`config.mk`:
```
export PLATFORM = sky130hd
export DESIGN_NAME = wb_regfile_flat
export DESIGN_NICKNAME = d
export VERILOG_FILES = /design/src/rtl/wb_regfile_if.sv /design/src/rtl/wb_regfile.sv /design/src/flat_wrapper.sv
export SDC_FILE = /design/constraint.sdc
export NUM_CORES = 2
export LEC_CHECK = 0
export BUFFER_PORTS_ARGS = -buffer_cell sky130_fd_sc_hd__buf_2
export CORE_ASPECT_RATIO = 0.6
export CORE_MARGIN = 2
export CORE_UTILIZATION = 52
export CTS_CLUSTER_DIAMETER = 30
export DETAILED_ROUTE_END_ITERATION = 12
export GPL_TIMING_DRIVEN = 0
export PLACE_DENSITY = 0.72
export SYNTH_ARGS = -nofsm -noshare
export SYNTH_HDL_FRONTEND = slang
export SYNTH_SLANG_ARGS = --single-unit
```
`constraint.sdc`:
```
create_clock -name clk -period 4.8 [get_ports clk]
set_input_delay 0.24 -clock clk [delete_from_list [all_inputs] [get_ports clk]]
set_output_delay 0.24 -clock clk [all_outputs]
set_load 0.02 [all_outputs]
```
`src/rtl/wb_regfile_if.sv`:
```
// MEM/WB commit bus and ID-side read ports of the write-back register file.
// master drives writes and read requests; slave is the register file.
interface wb_regfile_if #(
  parameter int ADDR_W = 5,
  parameter int DATA_W = 32
);
  logic [ADDR_W-1:0] w_reg_addr_in;
  logic [DATA_W-1:0] w_reg_data_in;
  logic              w_reg_en_in;
  logic [DATA_W-1:0] hi_regs_in;
  logic [DATA_W-1:0] lo_regs_in;
  logic              hilo_wen_in;
  logic              rd1_en;
  logic [ADDR_W-1:0] rd1_addr;
  logic [DATA_W-1:0] rd1_data;
  logic              rd2_en;
  logic [ADDR_W-1:0] rd2_addr;
  logic [DATA_W-1:0] rd2_data;
  logic [DATA_W-1:0] hi_out;
  logic [DATA_W-1:0] lo_out;

  modport master (
    output w_reg_addr_in,
    output w_reg_data_in,
    output w_reg_en_in,
    output hi_regs_in,
    output lo_regs_in,
    output hilo_wen_in,
    output rd1_en,
    output rd1_addr,
    output rd2_en,
    output rd2_addr,
    input  rd1_data,
    input  rd2_data,
    input  hi_out,
    input  lo_out
  );

  modport slave (
    input  w_reg_addr_in,
    input  w_reg_data_in,
    input  w_reg_en_in,
    input  hi_regs_in,
    input  lo_regs_in,
    input  hilo_wen_in,
    input  rd1_en,
    input  rd1_addr,
    input  rd2_en,
    input  rd2_addr,
    output rd1_data,
    output rd2_data,
    output hi_out,
    output lo_out
  );
endinterface

```
`src/rtl/wb_regfile.sv`:
```
// Write-back stage: GPR file plus HI/LO with same-cycle write-to-read bypass.
// Reads are combinational; r0 is hardwired to zero.
module wb_regfile #(
  parameter int ADDR_W = 5,
  parameter int DATA_W = 32
) (
  input logic         clk,
  input logic         rst_n,
  wb_regfile_if.slave bus
);
  localparam int NREG = 2 ** ADDR_W;

  logic [DATA_W-1:0] regs [NREG];
  logic [DATA_W-1:0] hi_q;
  logic [DATA_W-1:0] lo_q;
  logic              gpr_we;

  assign gpr_we = bus.w_reg_en_in &&
                  (bus.w_reg_addr_in != '0);

  always_ff @(posedge clk) begin
    if (!rst_n) begin
      for (int i = 0; i < NREG; i++)
        regs[i] <= '0;
      hi_q <= '0;
      lo_q <= '0;
    end else begin
      if (gpr_we)
        regs[bus.w_reg_addr_in] <= bus.w_reg_data_in;
      if (bus.hilo_wen_in) begin
        hi_q <= bus.hi_regs_in;
        lo_q <= bus.lo_regs_in;
      end
    end
  end

  // Mutually exclusive selects so the decoder is a true one-hot case.
  logic r1_zero, r1_byp, r1_mem;
  logic r2_zero, r2_byp, r2_mem;

  always_comb begin
    r1_zero = !rst_n || !bus.rd1_en ||
              (bus.rd1_addr == '0);
    r1_byp  = !r1_zero && bus.w_reg_en_in &&
              (bus.w_reg_addr_in == bus.rd1_addr);
    r1_mem  = !r1_zero && !r1_byp;
    r2_zero = !rst_n || !bus.rd2_en ||
              (bus.rd2_addr == '0);
    r2_byp  = !r2_zero && bus.w_reg_en_in &&
              (bus.w_reg_addr_in == bus.rd2_addr);
    r2_mem  = !r2_zero && !r2_byp;
  end

  always_comb begin
    bus.rd1_data = '0;
    unique case (1'b1)
      r1_zero: bus.rd1_data = '0;
      r1_byp:  bus.rd1_data = bus.w_reg_data_in;
      r1_mem:  bus.rd1_data = regs[bus.rd1_addr];
      default: bus.rd1_data = '0;
    endcase
  end

  always_comb begin
    bus.rd2_data = '0;
    unique case (1'b1)
      r2_zero: bus.rd2_data = '0;
      r2_byp:  bus.rd2_data = bus.w_reg_data_in;
      r2_mem:  bus.rd2_data = regs[bus.rd2_addr];
      default: bus.rd2_data = '0;
    endcase
  end

  always_comb begin
    bus.hi_out = '0;
    bus.lo_out = '0;
    if (rst_n) begin
      bus.hi_out = bus.hilo_wen_in ? bus.hi_regs_in : hi_q;
      bus.lo_out = bus.hilo_wen_in ? bus.lo_regs_in : lo_q;
    end
  end
endmodule

```
`src/flat_wrapper.sv`:
```
// flat-port wrapper written by rule: the top's interface ports become plain ports
module wb_regfile_flat 
#(
  parameter int ADDR_W = 5,
  parameter int DATA_W = 32
)
  (clk, rst_n, bus_w_reg_addr_in, bus_w_reg_data_in, bus_w_reg_en_in, bus_hi_regs_in, bus_lo_regs_in, bus_hilo_wen_in, bus_rd1_en, bus_rd1_addr, bus_rd2_en, bus_rd2_addr, bus_rd1_data, bus_rd2_data, bus_hi_out, bus_lo_out);
  wb_regfile_if #(.ADDR_W(ADDR_W), .DATA_W(DATA_W)) bus_i ();
  input logic clk;
  input logic rst_n;
  input wire logic [$bits(bus_i.w_reg_addr_in)-1:0] bus_w_reg_addr_in;
  input wire logic [$bits(bus_i.w_reg_data_in)-1:0] bus_w_reg_data_in;
  input wire logic [$bits(bus_i.w_reg_en_in)-1:0] bus_w_reg_en_in;
  input wire logic [$bits(bus_i.hi_regs_in)-1:0] bus_hi_regs_in;
  input wire logic [$bits(bus_i.lo_regs_in)-1:0] bus_lo_regs_in;
  input wire logic [$bits(bus_i.hilo_wen_in)-1:0] bus_hilo_wen_in;
  input wire logic [$bits(bus_i.rd1_en)-1:0] bus_rd1_en;
  input wire logic [$bits(bus_i.rd1_addr)-1:0] bus_rd1_addr;
  input wire logic [$bits(bus_i.rd2_en)-1:0] bus_rd2_en;
  input wire logic [$bits(bus_i.rd2_addr)-1:0] bus_rd2_addr;
  output wire logic [$bits(bus_i.rd1_data)-1:0] bus_rd1_data;
  output wire logic [$bits(bus_i.rd2_data)-1:0] bus_rd2_data;
  output wire logic [$bits(bus_i.hi_out)-1:0] bus_hi_out;
  output wire logic [$bits(bus_i.lo_out)-1:0] bus_lo_out;
  assign bus_i.w_reg_addr_in = bus_w_reg_addr_in;
  assign bus_i.w_reg_data_in = bus_w_reg_data_in;
  assign bus_i.w_reg_en_in = bus_w_reg_en_in;
  assign bus_i.hi_regs_in = bus_hi_regs_in;
  assign bus_i.lo_regs_in = bus_lo_regs_in;
  assign bus_i.hilo_wen_in = bus_hilo_wen_in;
  assign bus_i.rd1_en = bus_rd1_en;
  assign bus_i.rd1_addr = bus_rd1_addr;
  assign bus_i.rd2_en = bus_rd2_en;
  assign bus_i.rd2_addr = bus_rd2_addr;
  assign bus_rd1_data = bus_i.rd1_data;
  assign bus_rd2_data = bus_i.rd2_data;
  assign bus_hi_out = bus_i.hi_out;
  assign bus_lo_out = bus_i.lo_out;
  wb_regfile #(.ADDR_W(ADDR_W), .DATA_W(DATA_W)) u_core (.clk(clk), .rst_n(rst_n), .bus(bus_i));
endmodule
```
==> results.sh <==
export IMPL_violations="max-capacitance violations, max-slew violations, negative setup slack"
export IMPL_start_kind="input port"
export IMPL_area_growth_pct=18.8
export IMPL_ios=245
export IMPL_holdPathStages=3
export IMPL_drtIter0Drc=9479
export IMPL_setup_ws_ns=-0.170
export IMPL_cts_root_buffer="clkbuf_16"
export IMPL_rsz0062_at_grt="no"
export IMPL_min_from="bus_hilo_wen_in"
export IMPL_place_port_buffers=232
export IMPL_grt_pass1_wl_mm=325
export IMPL_worstRegToRegCells=2
export IMPL_grt_use_met2_pct=55.7
export IMPL_cts_buffers=153
export IMPL_slew_viol_final=168
export IMPL_htreeDepth=4
export IMPL_via_per_inst=7.30
export IMPL_fillers=7811
export IMPL_cap_viol_max_count=17
export IMPL_die_height_um=260
export IMPL_fmax_mhz=201
export IMPL_dieArea_um2=112000
export IMPL_synth_area_um2=56800
export IMPL_placed_area_um2=61200
export IMPL_synthArstFlopShare_pct=0
export IMPL_leakage_nw=23.9
export IMPL_grt_max_degree=42
export IMPL_cts_max_path_buffers=3
export IMPL_utilization_pct=62.6
export IMPL_endpoint_kind="output port"
export IMPL_timing_final_crit_share_pct=104
export IMPL_grt_pass1_vias=40286
export IMPL_arrival_ns=4.73
export IMPL_grt_usage_pct=43.2
export IMPL_clock_skew_ns=0
export IMPL_setup_viol_count_final=13
export IMPL_place_congestion=1.05
export IMPL_antenna_found_initial=14
export IMPL_wl_per_cell_um=41.3
export IMPL_yosysUniqueCellTypes=51
export IMPL_synth_warnings=0
export IMPL_dp_slack_ns=0.0593
export IMPL_ys_seq_elements=1088
export IMPL_status="finished, violations left"
export IMPL_crit_start="bus_rd2_addr[4]"
export IMPL_use_met3_pct=26.2
export IMPL_fin_crit_ns=4.97
export IMPL_antenna_left=0
export IMPL_peakVddDrop_mv=0.319
export IMPL_final_area_um2=67500
export IMPL_vias=42947
export IMPL_crit_fanout=10
export IMPL_drive_gt1_share_pct=26.9
export IMPL_core_area_um2=108000
export IMPL_die_w_um=431
export IMPL_crit_type="input port to output port"
export IMPL_grt_ovfl_total=0
export IMPL_yosysSeqAreaShare_pct=56.4
export IMPL_hold_viol=0
export IMPL_hpwl_mm=170
export IMPL_path_clk_slew_ns=0.06
export IMPL_top_usage_layer="met1"
export IMPL_clock_latency_ns=0.79
export IMPL_initial_core_util_pct=52.7
export IMPL_fin_nets=4435
export IMPL_finalPower_mw=26.5
export IMPL_relSlewSlack_pct=-13.9
export IMPL_post_route_drc_count=0
export IMPL_critPathRequiredTime_ns=4.56
export IMPL_synth_top_flop_cell="edfxtp_1"
export IMPL_tritoncts="done"
export IMPL_rows=93
export IMPL_drt_wl_total_mm=243
export IMPL_drtPass1Iterations=7
export IMPL_tns_ns=-1.02
export IMPL_r2r_start="u_core.lo_q[31]"
export IMPL_netlist_instances=3762
export IMPL_tightest_slew_ns=1.71
export IMPL_synth_enable_flop_cells=1024
export IMPL_met1_usage_pct=56.0
export IMPL_syn_avg_cell_area_um2=15.1
export IMPL_hold_path_class="input port to flop"
export IMPL_cts_sinks=1088
export IMPL_power_per_cell_area_nw_per_um2=392
what timing repair did:
item                                   CTS  global route
endpoints found under the hold margin  118             0
hold buffers                            96             0
setup endpoints to repair                0             9
gates resized for setup                  0             5
buffers inserted                         0             0
per-stage QoR:
| step | hold WS [ns] | cells |
|---|---|---|
| final | 0.0838 | 5886 |
| after global routing | 0.125 | 5877 |
| after global placement | 0.480 | 5450 |
| after floorplan | 0.438 | 3793 |
| after CTS | 0.0358 | 5875 |
| after detailed placement | 0.489 | 5492 |
logic make-up (layout without fill, tap and decap cells):
kind of cell	after synthesis	in the layout	share of synthesized area [%]
XOR/XNOR	10	10	0.154
buffers and inverters	412	1069	3.25
multiplexers	614	614	22.2
AO/OA/AOI/OAI	407	407	5.23
flip-flops	1088	1088	56.4
other	1	43	0.00660
AND/OR/NAND/NOR	1230	1230	12.7
placed cells by master (no fill, tap or decap), types with 17 or more instances in the layout:
master and n:
and2_1 994, o22ai_1 27, dfxtp_1 64, o21ai_1 52, buf_16 17, o21ai_0 33, a22o_1 155, a21oi_1 22
inv_6 17, clkbuf_1 290, o21ai_4 31, mux2i_1 92, dlygate4sd3_1 96, edfxtp_1 1024, clkbuf_16 154, o221ai_1 21
conb_1 32, buf_6 22, buf_1 28, bufinv_16 20, a221oi_1 41, clkinv_2 20, clkinvlp_4 25, buf_2 288
mux4_2 517, nand2_1 55, buf_12 23, nor2_1 124
worst max-delay path, stage by stage:
cell      delay, ns
clkbuf_1       0.88
nor3_1         0.26
a21oi_1        0.30
o21a_1         0.26
buf_1          0.99
nand2_1        0.89
o221ai_1       0.61
buf_2          0.26
power breakdown:
group / internal [mW] / switching [mW] / leakage [nW]
clock: 7.09 / 4.83 / 2.51
sequential: 10.9 / 0.267 / 10.3
combinational: 1.28 / 2.10 / 11.1
cells in the mapped netlist (3+ instances only):
cell | count | share of area, %
nand2b_1 | 7 | 0.077
nand3_1 | 9 | 0.079
edfxtp_1 | 1024 | 54
clkbuf_1 | 285 | 1.9
buf_2 | 54 | 0.48
o221ai_1 | 21 | 0.32
and2_1 | 994 | 11
a21oi_1 | 22 | 0.19
buf_6 | 21 | 0.42
nand3b_1 | 6 | 0.079
a211oi_1 | 3 | 0.040
buf_4 | 16 | 0.21
a22oi_1 | 6 | 0.079
o22ai_1 | 27 | 0.30
o21ai_1 | 52 | 0.46
mux2i_1 | 92 | 1.6
dfxtp_1 | 64 | 2.3
a221oi_1 | 41 | 0.63
a22o_1 | 155 | 2.4
mux2_2 | 5 | 0.099
inv_1 | 3 | 0.020
mux4_2 | 517 | 21
nand2_1 | 55 | 0.36
nor2b_1 | 9 | 0.099
or2_2 | 3 | 0.033
nor3_1 | 15 | 0.13
nand4_1 | 3 | 0.033
xnor2_1 | 9 | 0.14
o21ai_0 | 64 | 0.56
o31ai_1 | 6 | 0.079
buf_1 | 31 | 0.20
nor2_1 | 124 | 0.82
worst paths after layout:
kind | slack (ns) | end
worst max register to register | 3.98 | u_core.lo_q[31]
worst min register to register | 0.51 | u_core.lo_q[24]
worst min-delay path | 0.08 | u_core.hi_q[1]
worst max-delay path | -0.17 | bus_rd2_data[18]
state kept, by name, summed over array words and instances (netlist names):
name,flops
u_core.hi_q,32
u_core.lo_q,32
u_core.regs,1024
metal layers:
layer / vias up / wire length [um]
met1: 21481 / 82400
met5: - / 383
met2: 4831 / 94000
met4: 12 / 15200
met3: 924 / 51200
li1: 15699 / -
final cells by class:
| class | instances | area [um^2] | share of cell area [%] |
|---|---|---|---|
| sequential | 1088 | 32000 | 47.5 |
| multi-input combinational | 2293 | 23400 | 34.7 |
| clock buffer | 170 | 3930 | 5.83 |
| timing repair buffer | 370 | 3080 | 4.56 |
| buffer | 408 | 1850 | 2.74 |
| tap | 1425 | 1780 | 2.64 |
| clock inverter | 117 | 1350 | 2.00 |
| antenna | 11 | 27.5 | 0.0408 |
| inverter | 4 | 15.0 | 0.0223 |
Note: power is estimated with default switching activity, not from simulation.
